<file path="src/rtl/parity_frame_ctrl_if.sv">
// parity_frame_ctrl_if: valid/ready output bundle of the frame receiver.
// master drives the checked word, slave drives out_ready.
interface parity_frame_ctrl_if #(
    parameter int DATA_W = 4
);
    logic              out_valid;
    logic              out_ready;
    logic [DATA_W-1:0] out_data;
    logic              out_pec;

    modport master (
        output out_valid,
        output out_data,
        output out_pec,
        input  out_ready
    );

    modport slave (
        input  out_valid,
        input  out_data,
        input  out_pec,
        output out_ready
    );
endinterface

</file>
<file path="src/rtl/parity_frame_ctrl.sv">
// parity_frame_ctrl: serial frame receiver with parity check and valid/ready output.
// Build with ODD_PARITY_EN defined for odd parity; even parity otherwise.
module parity_frame_ctrl #(
    parameter int DATA_W = 4,
    parameter int CNT_W  = 8
) (
    input  logic                clk,
    input  logic                rst,
    input  logic                sin,
    input  logic                en,
    parity_frame_ctrl_if.master bus,
    output logic [CNT_W-1:0]    err_cnt,
    output logic                busy,
    output logic                frame_err
);

    localparam int IW = (DATA_W > 1) ? $clog2(DATA_W) : 1;

    typedef enum logic [2:0] {
        IDLE,
        DATA,
        PAR,
        STOP,
        HOLD
    } state_t;

    state_t            state;
    logic [IW-1:0]     idx;
    logic [DATA_W-1:0] shreg;
    logic              par;
    logic              pec;

`ifdef ODD_PARITY_EN
    assign pec = ~(^shreg ^ par);
`else
    assign pec = ^shreg ^ par;
`endif

    always_ff @(posedge clk) begin
        if (rst) begin
            state         <= IDLE;
            idx           <= '0;
            shreg         <= '0;
            par           <= 1'b0;
            bus.out_valid <= 1'b0;
            bus.out_data  <= '0;
            bus.out_pec   <= 1'b0;
            err_cnt       <= '0;
            busy          <= 1'b0;
            frame_err     <= 1'b0;
        end else begin
            frame_err <= 1'b0;
            unique case (state)
                IDLE: begin
                    if (en && !sin) begin
                        state <= DATA;
                        idx   <= '0;
                        busy  <= 1'b1;
                    end
                end
                DATA: begin
                    if (en) begin
                        // LSB-first: each new bit enters at the top
                        shreg <= (shreg >> 1)
                               | (DATA_W'(sin) << (DATA_W - 1));
                        idx   <= idx + IW'(1);
                        if (idx == IW'(DATA_W - 1)) begin
                            state <= PAR;
                        end
                    end
                end
                PAR: begin
                    if (en) begin
                        par   <= sin;
                        state <= STOP;
                    end
                end
                STOP: begin
                    if (en) begin
                        if (sin) begin
                            state         <= HOLD;
                            bus.out_valid <= 1'b1;
                            bus.out_data  <= shreg;
                            bus.out_pec   <= pec;
                        end else begin
                            state     <= IDLE;
                            busy      <= 1'b0;
                            frame_err <= 1'b1;
                        end
                    end
                end
                HOLD: begin
                    if (bus.out_ready) begin
                        state         <= IDLE;
                        busy          <= 1'b0;
                        bus.out_valid <= 1'b0;
                        if (bus.out_pec && (err_cnt != '1)) begin
                            err_cnt <= err_cnt + CNT_W'(1);
                        end
                    end
                end
                default: begin
                    state <= IDLE;
                    busy  <= 1'b0;
                end
            endcase
        end
    end

endmodule
</file>
<file path="src/flat_wrapper.sv">
// flat-port wrapper written by rule: the top's interface ports become plain ports
module parity_frame_ctrl_flat 
#(
    parameter int DATA_W = 4,
    parameter int CNT_W  = 8
)
  (clk, rst, sin, en, err_cnt, busy, frame_err, bus_out_valid, bus_out_data, bus_out_pec, bus_out_ready);
  parity_frame_ctrl_if #(.DATA_W(DATA_W)) bus_i ();
  input  logic clk;
  input  logic rst;
  input  logic sin;
  input  logic en;
  output logic [CNT_W-1:0] err_cnt;
  output logic busy;
  output logic frame_err;
  output wire logic [$bits(bus_i.out_valid)-1:0] bus_out_valid;
  output wire logic [$bits(bus_i.out_data)-1:0] bus_out_data;
  output wire logic [$bits(bus_i.out_pec)-1:0] bus_out_pec;
  input wire logic [$bits(bus_i.out_ready)-1:0] bus_out_ready;
  assign bus_out_valid = bus_i.out_valid;
  assign bus_out_data = bus_i.out_data;
  assign bus_out_pec = bus_i.out_pec;
  assign bus_i.out_ready = bus_out_ready;
  parity_frame_ctrl #(.DATA_W(DATA_W), .CNT_W(CNT_W)) u_core (.clk(clk), .rst(rst), .sin(sin), .en(en), .bus(bus_i), .err_cnt(err_cnt), .busy(busy), .frame_err(frame_err));
endmodule
</file>
<file path="config.mk">
export PLATFORM = sky130hd
export DESIGN_NAME = parity_frame_ctrl_flat
export DESIGN_NICKNAME = d
export VERILOG_FILES = /design/src/rtl/parity_frame_ctrl_if.sv /design/src/rtl/parity_frame_ctrl.sv /design/src/flat_wrapper.sv
export SDC_FILE = /design/constraint.sdc
export NUM_CORES = 1
export LEC_CHECK = 0
export CAP_MARGIN = 40
export CORE_UTILIZATION = 25
export CTS_BUF_LIST = sky130_fd_sc_hd__clkbuf_8
export CTS_CLUSTER_SIZE = 10
export DETAILED_ROUTE_END_ITERATION = 8
export HOLD_SLACK_MARGIN = 0.02
export PLACE_DENSITY = 0.53
export SYNTH_ARGS = -nofsm -noshare
export SYNTH_HDL_FRONTEND = slang
export SYNTH_SLANG_ARGS = --single-unit
</file>
<file path="constraint.sdc">
create_clock -name clk -period 1.5 [get_ports clk]
set_input_delay 0.15 -clock clk [delete_from_list [all_inputs] [get_ports clk]]
set_output_delay 0.15 -clock clk [all_outputs]
set_load 0.02 [all_outputs]
</file>
==> Yosys cells after proc, flatten, opt, wreduce, memory -nomap -nowiden <==
Cells that the tools add are included.
{ "op_classes": {"n_reduce_logical": 17, "bitwise_logic": 5, "eq_ne": 14, "n_addsub": 2, "muxes": 20} }
{ "op_table": {"columns": ["cell", "n"], "rows": [
  ["2-to-1 mux 3 bit", 7],
  ["case mux 3 bit (5 select lines)", 1],
  ["!= test 2 bit, second input constant", 6],
  ["AND reduction 3 bit", 3],
  ["adder 8 x 1 -> 8 bit, second input constant", 1],
  ["!= test 8 bit, second input constant", 1],
  ["2-to-1 mux 1 bit", 7],
  ["equality test 3 x 2 -> 1 bit, second input constant", 2],
  ["AND reduction 6 bit", 1],
  ["AND reduction 5 bit", 1],
  ["2-to-1 mux 2 bit", 2],
  ["!= test 2 x 1 -> 1 bit, second input constant", 2],
  ["bitwise OR 3 x 4 -> 4 bit", 1],
  ["case mux 1 bit (4 select lines)", 1],
  ["case mux 2 bit (2 select lines)", 1],
  ["AND reduction 2 bit", 2],
  ["AND reduction 4 bit", 1],
  ["nonzero test 2 bit", 2],
  ["parity 4 bit", 1],
  ["equality test 3 x 1 -> 1 bit, second input constant", 1],
  ["equality test 3 bit, second input constant", 1],
  ["zero test 3 bit", 1],
  ["NOT 1 bit", 3],
  ["OR reduction 3 bit", 1],
  ["other kinds (7)", 8]
]} }
{ "word_totals": {"regBits": 26, "out_inout_bits": 16, "wordCells": 68} }

==> Depth between registers and ports, before layout <==
Gate-level depths: netlist of run 1.
{ "depth": {"ltp_word": 4, "mapped_depth": 6, "ltp_nobuf": 5} }

==> Worst setup path after synthesis of run 1 <==
OpenSTA, ideal clock, no wires.
{ "synth_timing": {"kind": "register to register", "from": "register u_core.err_cnt[0]", "to": "register u_core.err_cnt[3]", "setup_time_ns": 0.070, "slack_ns": -0.010, "path_stages_with_launch": 7, "t_arrival_ns": 1.439, "cell_sequence": "dfxtp_1 > ha_1 > nand3_1 > o211ai_2 > buf_6 > or3_1 > a21oi_1"} }
{ "synth_via": {"elab_chain_cells": 3, "word_cells_on_any_way": 4, "classes_between": "1 x add/sub; 1 x eq/ne; 2 x reduce/logical"} }
{ "synth_rtl": {"columns": ["item", "line", "source"], "rows": [
  ["from (decl)", "parity_frame_ctrl.sv:12", "output logic [CNT_W-1:0] err_cnt,"],
  ["from (signal assigned)", "parity_frame_ctrl.sv:98", "err_cnt <= err_cnt + CNT_W'(1);"],
  ["branches (longest 3 deep; another with adder 8 x 1 -> 8 bit)", null, null]
]} }
Parallel ways; which one is timed is not known.
A chain may end at the register's enable or synchronous reset.

==> Worst setup path after layout of run 1 <==
{ "layout_timing": {"from": "register u_core.state[0]", "to": "register u_core.err_cnt[7]"} }
{ "layout_via": {"elab_chain_cells": 2} }
{ "layout_rtl": {"columns": ["item", "line", "source"], "rows": [
  ["from (decl)", "parity_frame_ctrl.sv:27", "state_t state;"],
  ["from (signal assigned)", "parity_frame_ctrl.sv:41", "state <= IDLE;"],
  ["from (signal assigned)", "parity_frame_ctrl.sv:56", "state <= DATA;"],
  ["from (signal assigned)", "parity_frame_ctrl.sv:68", "state <= PAR;"],
  ["equality test 3 bit", "parity_frame_ctrl.sv:53", "unique case (state)"],
  ["AND reduction 3 bit (no line)", null, null]
]} }
No other way between the ends.

==> flow_summary.json, run 1 <==
{
  "post-route-util_pct": 36.6,
  "ys.flop_type": "dfxtp_1",
  "cts-root-buf": "clkbuf_8",
  "yosys.area.top_type": "dfxtp_1",
  "initial_core_util_pct": 26.0,
  "worstPathCellList": "and4bb_1 > o211ai_2 > or4_1 > a21oi_1",
  "dr.first_iter.drc_count": 42,
  "dieArea_um2": 5230,
  "slew_headroom_pct": 79.8,
  "netlist_area_um2": 1240,
  "synth_nets": 143,
  "drc": 0,
  "max-cap-violations": 0,
  "fin_nets": 179,
  "detail_route.wl_per_cell_um": 11.0,
  "clk_pin_slew_ps": 100,
  "synth_cells": 136,
  "regArea_um2": 526,
  "core_um2": 4750,
  "worst_ep_arrival_time_ps": 1700,
  "drive_gt1_share_pct": 20.5,
  "slowest_delay_ps": 500,
  "p_leak_nw": 0.757,
  "num_io_pins": 21,
  "cp.required_ps": 1710,
  "startpoint_type": "flip-flop",
  "hold-worst-slack_ps": 346,
  "area_growth_syn_to_layout_pct": 40.7,
  "powerDensity_nw_per_um2": 796,
  "grt.total_usage_pct": 10.6,
  "slew_viol_final": 0,
  "overflow": 0,
  "hp-class": "input pin to flip-flop",
  "setup_viol": 0,
  "rsz0062_at_grt": "true",
  "tritoncts": "yes",
  "ys_ff_latch": 26,
  "yosysMostFrequentCell": "dfxtp_1",
  "synth.distinct_cells": 41,
  "grt_pass1_wl_mm": 4.45,
  "antenna_found_initial": 0,
  "detail_route.first_pass.iterations": 4,
  "grt_max_degree": 17,
  "ys_seq_area_share_pct": 42.1,
  "cts_sinks": 26,
  "synthTopCellsByArea": "dfxtp_1, mux2i_1, a21oi_1",
  "multi_input_area_um2": 662,
  "synth_top_area_share_pct": 42.1,
  "syn_avg_cell_area_um2": 9.09,
  "hpwlAfterDp_mm": 1.92,
  "fill_cells": 497,
  "finalHoldViolations": 0,
  "cts_buffers": 3,
  "die_w_um": 72.3,
  "clockBufferDepth": 2,
  "clock_latency_ps": 270,
  "port_buffers": 20,
  "clock.fmax_mhz": 672,
  "wl_mm": 2.63,
  "clock_skew_ps": 4.33,
  "crit_type": "flip-flop to flip-flop",
  "slowest_stage": "or4_1",
  "grt_pass1_vias": 1047,
  "post-route-period-util_pct": 99.3,
  "yosysWarnings": 0,
  "antenna_left": 0,
  "n_antenna_cell": 0,
  "vias": 1076,
  "avgViaCountPerCell": 4.52,
  "synth_common_cells": "dfxtp_1, nor2_1, a21oi_1, mux2i_1, nand2b_1",
  "rows": 25,
  "gp_congestion": 0.793,
  "postSynth.asyncResetShare_pct": 0,
  "irDropWorstVdd_v": 0.000389,
  "crit_path_end_kind": "flip-flop",
  "htreeDepth": 1,
  "fp.dieH_um": 72.3,
  "tightest_slew_ps": 301,
  "finalCriticalPeriod_ps": 1490,
  "cp_max_fo": 6,
  "synth-edff-count": 0,
  "run_status": "finished, final reports clean"
}
## through the flow
step / setup slack, ps / power, mW / cells / instance area [µm²] / TNS, ps
floorplan: 21.1 / 0.765 / 136 / 1240 / 0
global placement: -262 / 0.808 / 232 / 1610 / -1310
detailed placement: -301 / 0.810 / 232 / 1610 / -1530
CTS: -4.12 / 1.40 / 238 / 1700 / -4.12
global route: -48.1 / 1.43 / 238 / 1740 / -102
finish: 10.9 / 1.38 / 238 / 1740 / 0
## logic make-up (layout without fill, tap and decap cells)
family	count (synthesis)	in the layout	synth area share, %
buffers and inverters	15	50	6.38
muxes	12	12	9.72
AOI/OAI and AO/OA	27	27	13.7
xor gates and xnor gates	4	4	3.95
adders and majority gates	2	2	2.02
DFF	26	26	42.1
and+or+nand+nor	50	50	22.2
## routing by layer
layer | global-route usage [%] | routed length, µm | part of all wire [%]
met5 | 0 | 0 | 0
met3 | 1.39 | 113 | 4.3
met2 | 17.3 | 1240 | 47
met4 | 6.10 | 46 | 1.8
met1 | 13.3 | 1220 | 47
## path summary, 6_finish.rpt
path / slack, ps / end / cells past startpoint / from
setup / recovery: 10 / u_core.err_cnt[7] / 4 / u_core.state[0]
hold reg to reg: 460 / u_core.busy / 2 / u_core.busy
setup reg to reg: 10 / u_core.err_cnt[7] / 4 / u_core.state[0]
hold / removal: 350 / u_core.busy / 4 / bus_out_ready
## where the power goes
part | internal (mW) | total (mW) | switching [mW]
clock network | 0.357 | 0.589 | 0.232
registers | 0.697 | 0.702 | 0.00499
logic | 0.0474 | 0.0941 | 0.0467
## registers in the layout, summed over array words and instances, names as in the netlist
signal and flops:
u_core.idx 2, u_core.busy 1, u_core.shreg 4, u_core.bus.out_pec 1, u_core.bus.out_data 4, u_core.bus.out_valid 1, u_core.frame_err 1, u_core.err_cnt 8
u_core.par 1, u_core.state 3
## area by class of cell
cell class | instances | share of cell area [%]
clock buffer | 3 | 2.37
multi-input combinational | 95 | 38.1
inverter | 6 | 1.29
sequential | 26 | 30.2
tap | 67 | 4.82
timing repair buffer | 40 | 21.5
clock inverter | 1 | 1.73
## worst max-delay path: cells and delay by family (launching register included)
kind / cells / cell delay, ps
simple gates: 2 / 790
flops: 1 / 340
compound gates: 2 / 290
## timing repair
item	in CTS	in global routing
hold buffers	0	0
pin swaps	1	4
buffers inserted	2	0
endpoints found under the setup margin	7	10
gates resized for setup	6	11
## layout by cell type (no fill, tap or decap), types with 2 or more instances in the layout
| cell | n |
|---|---|
| inv_2 | 2 |
| o31ai_1 | 2 |
| dfxtp_1 | 22 |
| nand2_1 | 3 |
| nand4_1 | 3 |
| nand2b_1 | 5 |
| dlygate4sd2_1 | 4 |
| or4_1 | 2 |
| o21ai_1 | 3 |
| clkbuf_8 | 3 |
| dfxtp_2 | 4 |
| dlymetal6s2s_1 | 5 |
| clkdlybuf4s50_1 | 11 |
| a21oi_1 | 12 |
| a211oi_1 | 4 |
| nor3_1 | 4 |
| nand3_1 | 4 |
| inv_1 | 4 |
| nor2b_1 | 2 |
| xor2_1 | 2 |
| or3_1 | 3 |
| buf_4 | 18 |
| nor2_1 | 16 |
| mux2i_1 | 12 |
Power figures use the tool's default switching activity.
==> run 2, diff against run 1 <==
- CAP_MARGIN: 40 -> default
- CORE_UTILIZATION: 25 -> 49
- PLACE_DENSITY: 0.53 -> 0.86
- SETUP_SLACK_MARGIN: default -> 0.2
==> flow_summary.json, run 2 (synthesized netlist as in run 1, its figures left out) <==
{
  "irDropWorstVdd_v": 0.000596,
  "clockBufferDepth": 2,
  "fin_nets": 180,
  "worst_ep_arrival_time_ps": 1730,
  "powerDensity_nw_per_um2": 767,
  "cp_max_fo": 6,
  "n_antenna_cell": 0,
  "crit_path_end_kind": "flip-flop",
  "rsz0062_at_grt": "true",
  "multi_input_area_um2": 759,
  "detail_route.wl_per_cell_um": 16.1,
  "place_inst": 188,
  "vias": 1168,
  "violations": "negative setup slack",
  "clk_pin_slew_ps": 90,
  "overflow": 0,
  "drc": 0,
  "detail_route.first_pass.iterations": 5,
  "cts_buffers": 3,
  "gp_congestion": 0.823,
  "cts_sinks": 26,
  "clock.fmax_mhz": 644,
  "fp.dieH_um": 52.2,
  "place_area_um2": 1580,
  "grt_pass1_vias": 1014,
  "grt.total_usage_pct": 23.8,
  "cp-startpoint": "u_core.state[2]",
  "dieArea_um2": 2730,
  "antenna_left": 0,
  "finalCriticalPeriod_ps": 1550,
  "hp-class": "flip-flop to flip-flop",
  "regArea_um2": 544,
  "tritoncts": "yes",
  "clock_latency_ps": 280,
  "htreeDepth": 1,
  "port_buffers": 20,
  "area_growth_syn_to_layout_pct": 47.1,
  "layout_setup_ws_ps": -52.8,
  "max-cap-violations": 0,
  "num_io_pins": 21,
  "clock_skew_ps": 7.33,
  "post-route-period-util_pct": 104,
  "avgViaCountPerCell": 5.84,
  "cts-root-buf": "clkbuf_8",
  "drive_gt1_share_pct": 36.0,
  "tightest_slew_ps": 329,
  "die_w_um": 52.2,
  "instances_no_fill": 200,
  "initial_core_util_pct": 53.8,
  "cp.required_ps": 1680,
  "grt_max_degree": 27,
  "finalInstanceArea_um2": 1820,
  "fill_cells": 133,
  "startpoint_type": "flip-flop",
  "crit_type": "flip-flop to flip-flop",
  "hold_path_startpoint": "u_core.busy",
  "grt_pass1_wl_mm": 4.71,
  "run_status": "finished, violations left",
  "slew_headroom_pct": 77.9,
  "wl_mm": 3.22,
  "core_um2": 2300,
  "dr.first_iter.drc_count": 28,
  "final_cell_mix": "dlygate4sd2_1, nor2_1, dfxtp_1",
  "rows": 17,
  "finalHoldViolations": 0,
  "final_common_cell": "dlygate4sd2_1",
  "postCtsHoldBufs": 0,
  "largest_registers": "u_core.err_cnt: 8 flops, u_core.bus.out_data: 4 flops, u_core.shreg: 4 flops",
  "regMostFlops": "u_core.err_cnt",
  "largest_reg_flops": 8,
  "slew_viol_final": 0,
  "antenna_found_initial": 0,
  "hpwlAfterDp_mm": 1.71,
  "reg2reg_from": "u_core.state[2]",
  "setup_viol": 2,
  "p_leak_nw": 0.730
}
==> run 2: cell count changes in the layout (fill, tap and decap cells not counted), moves of 5 or more <==
| cell | before | now |
|---|---|---|
| dfxtp_1 | 22 | 15 |
| buf_4 | 18 | 13 |
| dlymetal6s2s_1 | 5 | 0 |
| buf_6 | 1 | 6 |
| clkdlybuf4s50_1 | 11 | 4 |
| dlygate4sd2_1 | 4 | 16 |
==> run 2: critical path, stage by stage (launching register included) <==
cell and delay (ps):
dfxtp_2 360, buf_6 110, nand3b_1 140, a2bb2oi_2 190
or3b_4 410, a221oi_2 250
==> run 2: power by group <==
part	leakage, nW	switching (mW)	internal [mW]
clock network	0.0357	0.235	0.358
logic	0.478	0.0533	0.0530
registers	0.217	0.00556	0.690
==> run 2: layer usage <==
metal	wire (µm)	share of wire (%)	up-vias	track usage, %
met5	0	0	-	0
met4	152	4.7	0	11.4
met3	141	4.4	16	4.35
met2	1480	46	39	36.8
met1	1440	45	556	31.8
li1	-	-	557	-
==> run 2: worst paths after layout <==
path	slack, ps	end	cells after the start
worst min-delay path	460	u_core.busy	2
worst max register to register	-50	u_core.state[2]	5
worst min register to register	460	u_core.busy	2
worst max-delay path	-50	u_core.state[2]	5
==> run 2: metrics by stage <==
stage	power (mW)	setup slack (ps)	hold WS [ps]	TNS [ps]	util, %
finish	1.39	-52.8	464	-87.9	79.1
CTS	1.40	-8.93	462	-17.0	73.3
global route	1.44	-122	477	-243	79.1
floorplan	0.764	112	297	0	-
detailed placement	0.804	-298	450	-1600	68.6
global placement	0.802	-234	441	-1240	68.6
==> run 2: layout make-up <==
type                    count  area share (%)
clock inverters             1            1.65
repair buffers             41            21.2
well taps                  28            1.93
inverters                   6            1.24
multi-input cells          95            41.8
clock buffers               3            2.27
flip-flops and latches     26            29.9
==> run 2: what timing repair did <==
item | in CTS | in global routing
pin swaps | 6 | 15
buffers inserted | 3 | 5
gates resized for setup | 25 | 25
endpoints found under the setup margin | 30 | 17
